===== config.mk =====
export PLATFORM = sky130hd
export DESIGN_NAME = alu_cmd_issuer
export DESIGN_NICKNAME = d
export VERILOG_FILES = /design/src/rtl/alu_cmd_issuer.sv
export SDC_FILE = /design/constraint.sdc
export NUM_CORES = 1
export LEC_CHECK = 0
export CAP_MARGIN = 20
export CORE_UTILIZATION = 50
export DETAILED_ROUTE_END_ITERATION = 10
export PLACE_DENSITY = 0.86
export SETUP_SLACK_MARGIN = 0.4
export SYNTH_ARGS = -nofsm -noshare
export SYNTH_HDL_FRONTEND = slang
export SYNTH_SLANG_ARGS = --single-unit

===== constraint.sdc =====
create_clock -name clk -period 3.48 [get_ports clk]
set_clock_uncertainty 0.15 [all_clocks]
set_input_delay 0.696 -clock clk [delete_from_list [all_inputs] [get_ports clk]]
set_output_delay 0.696 -clock clk [all_outputs]
set_load 0.05 [all_outputs]

===== src/rtl/alu_cmd_issuer.sv =====
// rtl/alu_cmd_issuer.sv - initiator for the 8-bit ALU handshake with a response FIFO
//
// Purpose:
//   Accepts one host command at a time, presents it to the ALU for one ISSUE
//   cycle, then waits for alu_result_ready or a timeout. Each finished operation
//   pushes {timeout, flags, data} into a DEPTH-entry response FIFO that the host
//   drains. A command is accepted only while the FIFO has room, so the single
//   outstanding operation can never overflow it.
//
// Configuration macro:
//   ALU_ISSUER_CHAIN_EN - carry/borrow come from internal chain registers that
//   follow ADD/CADD and SUB/BSUB results instead of cmd_cin/cmd_bin.
//
// Ports:
//   clk, rst                       clock, synchronous active-high reset
//   cmd_valid/cmd_ready            host command handshake
//   cmd_opcode/cmd_a/cmd_b         opcode and operands
//   cmd_cin/cmd_bin                carry/borrow in (ignored when chaining)
//   alu_opcode/alu_operand_A/B     held ALU request fields
//   alu_enable/alu_input_ready     one-cycle issue strobe
//   alu_carry_in/alu_borrow_in     carry/borrow to the ALU
//   alu_y_out/alu_flags            ALU result and flags
//   alu_result_ready               ALU completion
//   rsp_valid/rsp_ready            response FIFO head handshake
//   rsp_data/rsp_flags             head entry {timeout, flags}, data
//   busy                           operation in flight
module alu_cmd_issuer #(
  parameter int DEPTH   = 4,
  parameter int TIMEOUT = 16
) (
  input  logic       clk,
  input  logic       rst,
  input  logic       cmd_valid,
  output logic       cmd_ready,
  input  logic [4:0] cmd_opcode,
  input  logic [7:0] cmd_a,
  input  logic [7:0] cmd_b,
  input  logic       cmd_cin,
  input  logic       cmd_bin,
  output logic [4:0] alu_opcode,
  output logic [7:0] alu_operand_A,
  output logic [7:0] alu_operand_B,
  output logic       alu_enable,
  output logic       alu_input_ready,
  output logic       alu_carry_in,
  output logic       alu_borrow_in,
  input  logic [7:0] alu_y_out,
  input  logic       alu_result_ready,
  input  logic [5:0] alu_flags,
  output logic       rsp_valid,
  input  logic       rsp_ready,
  output logic [7:0] rsp_data,
  output logic [6:0] rsp_flags,
  output logic       busy
);

  localparam int             AW       = $clog2(DEPTH);
  localparam logic [AW:0]    CNT_FULL = (AW+1)'(DEPTH);
  localparam logic [AW:0]    CNT_ONE  = 1;
  localparam logic [AW-1:0]  PTR_ONE  = 1;
  localparam logic [7:0]     TO_LAST  = 8'(TIMEOUT - 1);

  localparam logic [4:0] OP_ADD  = 5'd0;
  localparam logic [4:0] OP_CADD = 5'd1;
  localparam logic [4:0] OP_SUB  = 5'd2;
  localparam logic [4:0] OP_BSUB = 5'd3;

  typedef enum logic [1:0] {S_IDLE = 2'd0, S_ISSUE = 2'd1, S_WAIT = 2'd2} state_t;

  state_t        state_q, state_d;
  logic [7:0]    wait_cnt_q, wait_cnt_d;
  logic [4:0]    op_q;
  logic [7:0]    a_q, b_q;
  logic [14:0]   mem_q [DEPTH];
  logic [AW-1:0] wr_ptr_q, rd_ptr_q;
  logic [AW:0]   count_q;

  logic          accept, push, push_to, pop;
  logic [14:0]   push_entry;

  always_comb begin
    state_d         = state_q;
    wait_cnt_d      = wait_cnt_q;
    accept          = 1'b0;
    push            = 1'b0;
    push_to         = 1'b0;
    cmd_ready       = 1'b0;
    alu_enable      = 1'b0;
    alu_input_ready = 1'b0;
    busy            = 1'b0;
    case (state_q)
      S_IDLE: begin
        cmd_ready = (count_q < CNT_FULL);
        if (cmd_valid && cmd_ready) begin
          accept  = 1'b1;
          state_d = S_ISSUE;
        end
      end
      S_ISSUE: begin
        // result_ready is not looked at here: any level now belongs to the previous op
        alu_enable      = 1'b1;
        alu_input_ready = 1'b1;
        busy            = 1'b1;
        wait_cnt_d      = 8'd0;
        state_d         = S_WAIT;
      end
      S_WAIT: begin
        busy = 1'b1;
        if (alu_result_ready) begin
          push    = 1'b1;
          state_d = S_IDLE;
        end else if (wait_cnt_q == TO_LAST) begin
          push    = 1'b1;
          push_to = 1'b1;
          state_d = S_IDLE;
        end else begin
          wait_cnt_d = wait_cnt_q + 8'd1;
        end
      end
      default: state_d = S_IDLE;
    endcase
  end

  assign push_entry = push_to ? {7'b1000000, 8'h00} : {1'b0, alu_flags, alu_y_out};
  assign rsp_valid  = (count_q != '0);
  assign pop        = rsp_valid && rsp_ready;
  assign rsp_data   = mem_q[rd_ptr_q][7:0];
  assign rsp_flags  = mem_q[rd_ptr_q][14:8];

  assign alu_opcode    = op_q;
  assign alu_operand_A = a_q;
  assign alu_operand_B = b_q;

  always_ff @(posedge clk) begin
    if (rst) begin
      state_q    <= S_IDLE;
      wait_cnt_q <= 8'd0;
      op_q       <= 5'd0;
      a_q        <= 8'd0;
      b_q        <= 8'd0;
      wr_ptr_q   <= '0;
      rd_ptr_q   <= '0;
      count_q    <= '0;
      for (int i = 0; i < DEPTH; i++) mem_q[i] <= '0;
    end else begin
      state_q    <= state_d;
      wait_cnt_q <= wait_cnt_d;
      if (accept) begin
        op_q <= cmd_opcode;
        a_q  <= cmd_a;
        b_q  <= cmd_b;
      end
      if (push) begin
        mem_q[wr_ptr_q] <= push_entry;
        wr_ptr_q        <= wr_ptr_q + PTR_ONE;
      end
      if (pop) rd_ptr_q <= rd_ptr_q + PTR_ONE;
      case ({push, pop})
        2'b10:   count_q <= count_q + CNT_ONE;
        2'b01:   count_q <= count_q - CNT_ONE;
        default: count_q <= count_q;
      endcase
    end
  end

`ifdef ALU_ISSUER_CHAIN_EN
  logic chain_c_q, chain_b_q;
  logic unused_cmd_carry;

  assign unused_cmd_carry = cmd_cin ^ cmd_bin;

  // Chain registers only move on the push that ends an op, so the ALU sees a
  // stable carry/borrow for the whole ISSUE..WAIT window of the next op.
  always_ff @(posedge clk) begin
    if (rst) begin
      chain_c_q <= 1'b0;
      chain_b_q <= 1'b0;
    end else if (push) begin
      if (push_to) begin
        chain_c_q <= 1'b0;
        chain_b_q <= 1'b0;
      end else begin
        case (op_q)
          OP_ADD, OP_CADD: chain_c_q <= alu_flags[0];
          OP_SUB, OP_BSUB: chain_b_q <= alu_flags[1];
          default: begin
            chain_c_q <= 1'b0;
            chain_b_q <= 1'b0;
          end
        endcase
      end
    end
  end

  assign alu_carry_in  = chain_c_q;
  assign alu_borrow_in = chain_b_q;
`else
  logic cin_q, bin_q;
  logic [4:0] unused_op_codes;

  assign unused_op_codes = OP_ADD ^ OP_CADD ^ OP_SUB ^ OP_BSUB;

  always_ff @(posedge clk) begin
    if (rst) begin
      cin_q <= 1'b0;
      bin_q <= 1'b0;
    end else if (accept) begin
      cin_q <= cmd_cin;
      bin_q <= cmd_bin;
    end
  end

  assign alu_carry_in  = cin_q;
  assign alu_borrow_in = bin_q;
`endif

endmodule


### After elaboration in Yosys (flattened, before gate mapping)

Memories as Yosys holds them, arrays and structs flattened. A register that Yosys moved wholly into a read port is not among the register bits.
Cells that the tools add are included.

| word-level totals | value |
|---|---|
| memories kept | 1 |
| output and inout port bits | 43 |
| word-level logic and storage cells | 65 |
| input bits | 42 |
| register bits after elaboration | 40 |
| bits in writable memories | 60 |

| cells by class | value |
|---|---|
| reductions and logical operators | 10 |
| eq/ne operators | 9 |
| add/subtract/negate cells | 5 |
| $lt $le $gt $ge | 1 |
| muxes and demuxes | 29 |

Memory list:

| memory | depth | width | read ports | clocked after Yosys merged registers in | wr ports | RTL line | source |
|---|---|---|---|---|---|---|---|
| mem_q | 4 | 15 | 1 | 1 | 4 | 74 | `logic [14:0] mem_q [DEPTH];` |

Operator list:

| cell | count |
|---|---|
| 2-to-1 mux 15 bit | 2 |
| 2-to-1 mux 1 bit | 16 |
| 2-to-1 mux 8 bit | 2 |
| case mux 8 bit (2 select lines) | 1 |
| OR reduction 15 bit | 1 |
| 2-to-1 mux 2 bit | 6 |
| adder 8 x 1 -> 8 bit, second input constant | 1 |
| equality test 8 x 4 -> 1 bit, second input constant | 1 |
| != test 2 bit, second input constant | 3 |
| case mux 2 bit (3 select lines) | 1 |
| case mux 3 bit (2 select lines) | 1 |
| adder 2 x 1 -> 2 bit, second input constant | 2 |
| equality test 2 x 1 -> 1 bit, second input constant | 2 |
| equality test 2 bit, second input constant | 2 |
| nonzero test 2 bit | 2 |
| adder 3 x 1 -> 3 bit, second input constant | 1 |
| less-than comparator 3 bit, second input constant | 1 |
| != test 3 bit, second input constant | 1 |
| AND reduction 3 bit | 1 |
| nonzero test 3 bit | 1 |
| subtractor 3 x 1 -> 3 bit, second input constant | 1 |
| logical AND 1 bit | 2 |
| logical NOT 2 bit | 1 |
| AND reduction 2 bit | 1 |
| OR reduction 2 bit | 1 |

### Depth between registers and ports, before layout

Gate-level depths: netlist of run 1.

| logic depth | value |
|---|---|
| word-level depth | 9 |
| depth in mapped cells | 11 |
| depth with buffers taken out | 11 |

### Least setup slack after synthesis of run 1

OpenSTA, ideal clock, no wires.

| timing path | value |
|---|---|
| path type | register to output |
| start point | register (tool-made name) |
| end point | output port rsp_data[4] |
| data arrival time | 1.645 ns |
| setup slack | 0.989 ns |
| cell stages (with the launch flop) | 4 |
| buffers on the path | 2 |
| data required time | 2.634 ns |
| cell sequence | dfxtp_1 clkbuf_1 buf_2 mux4_2 |

RTL lines:

| element | RTL line | source |
|---|---|---|
| to (decl) | 52 | `output logic [7:0] rsp_data,` |

==> metrics.cfg, run 1 <==
[timing]
rsz0062_at_grt=no
min_period_ns=2.82
finalMaxSlewViolations=0
finalHoldViolCount=0
period_share=0.811
max_freq_mhz=354
max_slew_margin=0.495
finalSetupTns_ns=0
fin_hold_ws_ns=0.307
setup_violations=0
tightestPinTransition_ns=0.758

[critical_path]
r2r_slack_ns=0.79
r2r_start=wait_cnt_q[0]
r2r_end=count_q[2]
path_class=reg -> out
cpPeakStageDelay_ns=0.56
cp-end-kind=primary output
required_ns=2.63
path_delay_family=buffers and inverters
critPathBufInv=2
crit_path_start_kind=register
critPathSlowestCell=mux4_2
arrival_ns=1.98
cp_cell_sequence=buf_4 -> mux4_2 -> dlygate4sd2_1
crit_fanout=15
ff2ff_path_depth=11

[flow_run]
maxCapViolations=0

[yosys]
synthSimpleGateAreaFrac=0.193
syn_area_um2=4390
netlist_instances=376
synth_fa_ha_area_frac=0.0188
synth_top_family_by_area=simple AND/OR/NAND/NOR gates
syn-num-nets=424
synthArstFlopShare=0
synth_ff_type=edfxtp_1
synth_xor_xnor_area_share=0.00798
yosys_register_bits=102
synthMuxAreaShare=0.0795
yosysWarningCount=0
synth_compound_area_frac=0.0704
avgSynthCellArea_um2=11.7
synth_edf_count=60
yosys.cell_types.count=44
yosysSeqAreaShare=0.602

[finish]
drive_above_1_share=0.101
area_growth_pct=25.9
fin_util=0.663
fillCellCount=618
finalInstanceArea_um2=5530
nets=509
n_antenna_cell=0
final_common_cell=clkdlybuf4s50_1
final_cell_mix=69 x clkdlybuf4s50_1, 60 x edfxtp_1, 55 x nand2_1

[worst_hold_path]
hold_start=alu_operand_B[7]
min_path_cells=2
hold-path-endpoint=alu_operand_B[7]
hold_class=reg -> reg

[global_route]
grt-ovfl-total=0
grt_usage=0.207
grt_max_degree=29
grt_pass1_vias=3028
antenna_found_initial=0
grt_pass1_wl_mm=14.1

[placement]
post-dp-hpwl_mm=6.01
dpl_cell_area_um2=5360
portBuffers=84
place_congestion=0.862

[cts]
path_clk_slew_ns=0.09
post-cts-setup-buffers=0
cts.path.max_buffers=2
cts.sinks=102
tritoncts=yes
root_buffer=clkbuf_8
cts_buffers=9
htree_num_levels=3
clk_latency_ns=0.36

[detailed_routing]
route.met2.wl_mm=4.36
wirelength_mm=8.76
drtIter0Drc=104
drc=0
vias=3069
drt_pass1_iterations=4
ant_nets=0
top_layer_used=met4
routed-wl-met3_um=577
via_per_inst=5.37
wl_per_cell_um=15.3
met1_length_mm=3.68

[outcome]
run_status=finished, final reports clean

[pwr]
powerDensity_nw_per_um2=470
power.leakage_uw=0.00206
ir_drop_uv=285

[die]
rows=33
die_w_um=95.7
ios=85
die-area_um2=9160
core_area_um2=8340
die_y_um=95.7
start_util=0.526

## Yosys cell counts, types with 6 or more instances
master | number | share of area
and2_1 | 43 | 0.061
a21oi_1 | 34 | 0.039
nand2_1 | 55 | 0.047
nand3_1 | 6 | 0.0068
mux4_2 | 15 | 0.077
edfxtp_1 | 60 | 0.41
clkbuf_1 | 17 | 0.015
inv_1 | 12 | 0.010
and3_1 | 15 | 0.021
dfxtp_1 | 42 | 0.19
nor2_1 | 19 | 0.016
## area by class of cell
type                    instances  area, um2  share of cell area
repair buffers                 94        897               0.162
multi-input cells             242       1620               0.293
inverters                      12       45.0             0.00815
flip-flops and latches        102       2640               0.478
well taps                     105        131              0.0238
clock buffers                  11        131              0.0238
clock inverters                 5       58.8              0.0106
## state kept, by name (all words and copies together), names as in the netlist, named ones only
signal / count
wait_cnt_q: 8
alu_operand_A: 8
wr_ptr_q: 2
rd_ptr_q: 2
alu_opcode: 5
count_q: 3
alu_operand_B: 8
alu_carry_in: 1
alu_borrow_in: 1
mem_q: 60
state_q: 2
## per-layer routing
| layer | vias to the layer above | global-route usage |
|---|---|---|
| li1 | 1500 | - |
| met1 | 1464 | 0.243 |
| met2 | 91 | 0.364 |
| met3 | 14 | 0.0521 |
| met4 | 0 | 0.0821 |
| met5 | - | 0 |
## cell families after synthesis
| logic type | after synthesis |
|---|---|
| AND/OR/NAND/NOR | 163 |
| flip-flops | 102 |
| AO/OA/AOI/OAI | 53 |
| buffers and inverters | 32 |
| multiplexers | 16 |
| adder cells (fa/ha/maj) | 6 |
| XOR/XNOR | 4 |
## worst register-to-register path, cell delays in order (launching register included)
cell and delay [ns]:
dfxtp_1 0.36, ha_1 0.25, and3_1 0.22, a21oi_1 0.25, nor2_1 0.11, inv_1 0.09, ha_1 0.18, inv_1 0.06
fa_1 0.37, xor2_1 0.16, or3_1 0.31, a21oi_1 0.14
## per-stage QoR
step | cells | total power (uW) | setup slack [ns]
after detailed placement | 555 | 1910 | 0.410
after CTS | 571 | 2620 | 0.615
after global placement | 555 | 1890 | 0.493
final | 571 | 2600 | 0.657
after floorplan | 376 | 1720 | 0.989
after global routing | 571 | 2700 | 0.544
## timing repair
item | in CTS | in global routing
setup endpoints to repair | 15 | 0
gates resized for setup | 15 | 0
hold buffers | 0 | 0
## report_power, final
group	switching (uW)	leakage (uW)	internal (uW)	total, uW
combinational	322	0.00101	183	505
clock	401	0.0000899	335	736
sequential	24.3	0.000961	1330	1360
total	748	0.00206	1850	2600
## worst max path at each step
stage	end	cells past startpoint
finish	rsp_flags[6]	3
global route	count_q[2]	11
CTS	rsp_flags[6]	3
detailed placement	count_q[2]	10
global placement	count_q[2]	10
floorplan	rsp_data[4]	3
No activity file was read; power rests on OpenSTA's default activity.
==> run 2, diff against run 1 <==
==> constraint.sdc (replaced) <==
create_clock -name clk -period 2.9 [get_ports clk]
set_clock_uncertainty 0.15 [all_clocks]
set_input_delay 0.58 -clock clk [delete_from_list [all_inputs] [get_ports clk]]
set_output_delay 0.58 -clock clk [all_outputs]
set_load 0.05 [all_outputs]
==> run 2 against run 1 <==
  * Sequential power rose by 20%
  * Register-to-register slack got worse by 0.32 ns
  * Die area did not move
  * Via count is 2.9% higher
  * Largest power group unchanged
  * Highest routed layer unchanged
==> metrics.cfg, run 2 (same netlist as run 1, synthesis figures left out) <==
[placement]
dp_cells=559  ; +0.72%
portBuffers=84  ; unchanged
post-dp-hpwl_mm=6.19  ; +3.0%
place_congestion=0.837  ; -2.9%

[worst_hold_path]
hold_class=reg -> reg
hold_start=alu_opcode[2]
min_path_cells=2  ; unchanged

[detailed_routing]
drc=0  ; unchanged
vias=3159  ; +2.9%
wl_per_cell_um=15.8  ; +3.3%
drt_pass1_iterations=4  ; unchanged
ant_nets=0  ; unchanged
wirelength_mm=9.12  ; +4.2%
via_per_inst=5.48  ; +2.0%
drtIter0Drc=125  ; +20%

[critical_path]
arrival_ns=2.58  ; +0.60 ns
cp-end-kind=register
r2r_start=wait_cnt_q[0]
ff2ff_path_depth=11  ; unchanged
crit_fanout=5  ; -10
crit_start=wait_cnt_q[0]
required_ns=3.05  ; +0.42 ns
path_class=reg -> reg
crit_path_start_kind=register

[die]
die_w_um=95.7  ; unchanged
start_util=0.526  ; unchanged
ios=85  ; unchanged
die_y_um=95.7  ; unchanged
die-area_um2=9160  ; unchanged
core_area_um2=8340  ; unchanged
rows=33  ; unchanged

[cts]
path_clk_slew_ns=0.10  ; about the same
cts.path.max_buffers=2  ; unchanged
cts_hold_buf=0  ; unchanged
cts.sinks=102  ; unchanged
root_buffer=clkbuf_8
clk_latency_ns=0.37  ; about the same
htree_num_levels=3  ; unchanged
cts_buffers=9  ; unchanged
tritoncts=yes

[timing]
rsz0062_at_grt=yes
finalMaxSlewViolations=0  ; unchanged
period_share=0.836
finalHoldViolCount=0  ; unchanged
tightestPinTransition_ns=0.716  ; -0.0424 ns
max_slew_margin=0.522  ; +0.0271
finalSetupTns_ns=0  ; unchanged
max_freq_mhz=412
setup_violations=0  ; unchanged
fin_hold_ws_ns=0.312  ; +0.00476 ns
min_period_ns=2.43

[finish]
drive_above_1_share=0.161  ; +0.0605
nets=514  ; +0.98%
final_cell_mix=64 x clkdlybuf4s50_1, 60 x edfxtp_1, 55 x nand2_1
area_growth_pct=26.9
top_register=mem_q
stdcell_count=576  ; +0.88%
largest_reg_flops=60  ; unchanged
n_antenna_cell=0  ; unchanged
fin_util=0.668  ; +0.00525
final_common_cell=clkdlybuf4s50_1

[flow_run]
maxCapViolations=0  ; unchanged

[global_route]
grt_usage=0.216  ; +0.00842
grt-ovfl-total=0  ; unchanged
grt_pass1_vias=3213  ; +6.1%
grt_pass1_wl_mm=14.9  ; +5.5%
antenna_found_initial=0  ; unchanged
grt_max_degree=29  ; unchanged

[outcome]
run_status=finished, final reports clean

[pwr]
ir_drop_uv=339  ; +19%
power.leakage_uw=0.00208  ; +1.1%
power.total_uw=3090  ; +19%
powerDensity_nw_per_um2=554  ; +18%

-- run 2: repair_timing --
action	4_1_cts	5_1_grt
resized for setup	11	7
setup endpoints to repair	20	20
pin swaps	1	1
buffers inserted	1	0
-- run 2: worst paths after layout --
kind,to,slack [ns]
setup / recovery,count_q[2],0.47
hold / removal,alu_opcode[2],0.31
setup reg to reg,count_q[2],0.47
hold reg to reg,alu_opcode[2],0.31
-- run 2: where the power goes --
| part | switching (uW) | internal [uW] | total (uW) |
|---|---|---|---|
| Sequential | 30.8 | 1600 | 1630 |
| Combinational | 392 | 228 | 620 |
| Clock | 515 | 322 | 838 |
| Total | 938 | 2150 | 3090 |
-- run 2: area by class of cell --
type | instances | area (um2)
well taps | 105 | 131
inverters | 12 | 45.0
flip-flops and latches | 102 | 2640
repair buffers | 99 | 918
clock inverters | 7 | 55.1
clock buffers | 9 | 124
fillers | 618 | 2770
multi-input cells | 242 | 1650
-- run 2: stage by stage --
stage | worst slack, ns | cell area [um2]
after floorplan | 0.420 | 4390
after global placement | 0.0812 | 5350
after detailed placement | 0.0221 | 5350
after CTS | 0.418 | 5550
after global routing | 0.360 | 5570
final | 0.474 | 5570
-- run 2: worst max-delay path, stage by stage (launching register included) --
cell	delay, ns
dfxtp_2	0.35
ha_2	0.21
and3_4	0.20
a21oi_4	0.15
nor2_1	0.07
inv_1	0.08
ha_2	0.19
inv_1	0.05
fa_2	0.33
xor2_1	0.15
or3_1	0.31
a21oi_1	0.13
-- run 2: per-layer routing --
| layer | global-route usage | vias up | share of wire |
|---|---|---|---|
| met5 | 0 | - | 0 |
| met2 | 0.395 | 98 | 0.52 |
| met1 | 0.243 | 1541 | 0.40 |
| met4 | 0.0609 | 0 | 0.012 |
| li1 | - | 1509 | - |
| met3 | 0.0632 | 11 | 0.067 |
==> run 3, diff against run 2 <==
==> constraint.sdc (replaced) <==
create_clock -name clk -period 2.5 [get_ports clk]
set_clock_uncertainty 0.15 [all_clocks]
set_input_delay 0.5 -clock clk [delete_from_list [all_inputs] [get_ports clk]]
set_output_delay 0.5 -clock clk [all_outputs]
set_load 0.05 [all_outputs]
==> run 3 against run 2 <==
  * Power increased by 18%
  * Via count increased by 0.76%
  * Register-to-register slack got worse by 0.27 ns
  * Routed wire length up 0.98%
  * First-iteration DRC count decreased by 2.4%
  * Utilization is 3.9 points higher
  * Flip-flop and latch count is the same
  * Cell count increased by 3.3%
  * Count of clock-buffer cells in the layout is the same
  * Global-route usage down 0.26 points
  * Critical path type unchanged
  * Largest power group unchanged
==> metrics.cfg, run 3 (same netlist as run 1, synthesis figures left out) <==
[die]
die-area_um2=9160  ; unchanged
start_util=0.526  ; unchanged
ios=85  ; unchanged
die_y_um=95.7  ; unchanged
die_w_um=95.7  ; unchanged
rows=33  ; unchanged
core_area_um2=8340  ; unchanged

[critical_path]
crit_end=count_q[2]
crit_start=wait_cnt_q[1]
r2r_slack_ns=0.20  ; -0.27 ns
cp-end-kind=register
path_class=reg -> reg
r2r_start=wait_cnt_q[1]
crit_fanout=2  ; -3
crit_path_start_kind=register
arrival_ns=2.45  ; -0.13 ns
cpPeakStageDelay_ns=0.36  ; about the same
required_ns=2.65  ; -0.40 ns
r2r_end=count_q[2]
ff2ff_path_depth=11  ; unchanged
critPathSlowestCell=dfxtp_4
cp_cell_sequence=ha_4 -> and3_4 -> a21oi_4 -> nor2_2 -> inv_2 -> ha_4 -> inv_2 -> fa_2 -> xor2_1 -> or3_1 -> a21oi_1

[finish]
fillCellCount=599  ; -3.1%
drive_above_1_share=0.231  ; +0.0693
register_area_um2=2660  ; +0.43%
finalInstanceArea_um2=5900  ; +5.8%
area_growth_pct=34.4
top_register=mem_q
nets=533  ; +3.7%
n_antenna_cell=0  ; unchanged
final_cell_mix=60 x edfxtp_1, 55 x nand2_1, 43 x and2_1
multi_input_area_um2=1700  ; +2.6%
largest_reg_flops=60  ; unchanged
final_common_cell=edfxtp_1

[detailed_routing]
drt_pass1_iterations=4  ; unchanged
wirelength_mm=9.21  ; +0.98%
wl_per_cell_um=15.5  ; -2.2%
ant_nets=0  ; unchanged
vias=3183  ; +0.76%
drtIter0Drc=122  ; -2.4%
drc=0  ; unchanged
via_per_inst=5.35  ; -2.5%

[global_route]
grt_pass1_wl_mm=14.6  ; -1.5%
grt_max_degree=29  ; unchanged
antenna_found_initial=0  ; unchanged
use_met3=0.0553  ; -0.00790
grt_pass1_vias=3130  ; -2.6%
grt-ovfl-total=0  ; unchanged
grtUsageMet1=0.235  ; -0.00797
grt_usage=0.213  ; -0.00257
grt_use_met2=0.395  ; -0.000595
grt.busiest_layer=met2

[timing]
finalSetupTns_ns=0  ; unchanged
finalHoldViolCount=0  ; unchanged
period_share=0.920  ; +0.0831
finalMaxSlewViolations=0  ; unchanged
max_freq_mhz=435  ; +5.5%
tightestPinTransition_ns=0.511  ; -0.204 ns
min_period_ns=2.30  ; -0.127 ns
setup_violations=0  ; unchanged
rsz0062_at_grt=yes
max_slew_margin=0.660  ; +0.139

[cts]
cts_buffers=9  ; unchanged
cts.path.max_buffers=2  ; unchanged
htree_num_levels=3  ; unchanged
path_clk_slew_ns=0.10  ; about the same
clk_latency_ns=0.36  ; about the same
tritoncts=yes
cts.sinks=102  ; unchanged
root_buffer=clkbuf_8

[placement]
place_congestion=0.849  ; +1.4%
dpl_cell_area_um2=5550  ; +3.7%
post-dp-hpwl_mm=6.12  ; -1.1%
portBuffers=84  ; unchanged

[pwr]
ir_drop_uv=380  ; +12%
powerDensity_nw_per_um2=616  ; +11%
power.total_uw=3630  ; +18%
power.leakage_uw=0.00233  ; +12%

[flow_run]
maxCapViolations=0  ; unchanged

[outcome]
run_status=finished, final reports clean

[worst_hold_path]
min_path_cells=2  ; unchanged
hold_class=reg -> reg

-- run 3: cell types whose count changed in the layout (fill, tap and decap cells not counted), moves of 3 or more --
cell / previous run / this run
buf_12: 1 / 6
buf_6: 0 / 15
clkdlybuf4s50_1: 64 / 41
inv_1: 12 / 9
dlygate4sd2_1: 4 / 23
dfxtp_1: 41 / 36
dfxtp_2: 1 / 4
inv_2: 0 / 3
-- run 3: timing repair --
| action | CTS | global route |
|---|---|---|
| gates cloned | 1 | 1 |
| resized for setup | 47 | 19 |
| endpoints found under the setup margin | 57 | 34 |
| pin swaps | 5 | 4 |
| buffers inserted | 4 | 2 |
| hold buffers | 0 | 0 |
-- run 3: area by class of cell --
class,count,share of cell area
inverters,12,0.00764
multi-input cells,242,0.288
well taps,105,0.0223
clock buffers,9,0.0210
flip-flops and latches,102,0.450
clock inverters,7,0.00934
repair buffers,118,0.202
-- run 3: power breakdown --
group / switching [uW] / leakage [uW] / internal [uW]
registers: 36.6 / 0.000965 / 1850
clock network: 583 / 0.0000881 / 373
logic: 472 / 0.00128 / 314
-- run 3: worst max-delay path: cells and delay by family, from the launching register on --
| family | cells | cell delay [ns] |
|---|---|---|
| buf+inv | 2 | 0.10 |
| simple gates | 3 | 0.56 |
| flops | 1 | 0.36 |
| compound gates | 2 | 0.28 |
| fa+ha+maj | 3 | 0.61 |
| xor+xnor | 1 | 0.15 |
-- run 3: worst min path at each step --
| stage | end | slack (ns) | startpoint |
|---|---|---|---|
| final | alu_operand_A[5] | 0.31 | alu_operand_A[5] |
| after global routing | alu_operand_A[7] | 0.33 | alu_operand_A[7] |
| after CTS | alu_operand_A[5] | 0.31 | alu_operand_A[5] |
| after detailed placement | alu_operand_A[0] | 0.30 | alu_operand_A[0] |
| after global placement | alu_operand_A[3] | 0.29 | alu_operand_A[3] |
| after floorplan | wait_cnt_q[0] | 0.33 | wait_cnt_q[0] |
-- run 3: per-layer routing --
| metal | vias to the layer above | part of all wire |
|---|---|---|
| met5 | - | 0 |
| met4 | 0 | 0.014 |
| met3 | 11 | 0.080 |
| met2 | 111 | 0.51 |
| met1 | 1510 | 0.39 |
| li1 | 1551 | - |
-- run 3: stage by stage --
step / hold slack [ns] / worst slack [ns] / std cells / utilization
2_1_floorplan: 0.330 / 0.213 / 376 / -
3_3_place_gp: 0.291 / -0.0471 / 571 / 0.665
3_5_place_dp: 0.297 / -0.0979 / 571 / 0.665
4_1_cts: 0.308 / 0.167 / 592 / 0.695
5_1_grt: 0.326 / 0.149 / 595 / 0.707
6_report: 0.305 / 0.201 / 595 / 0.707
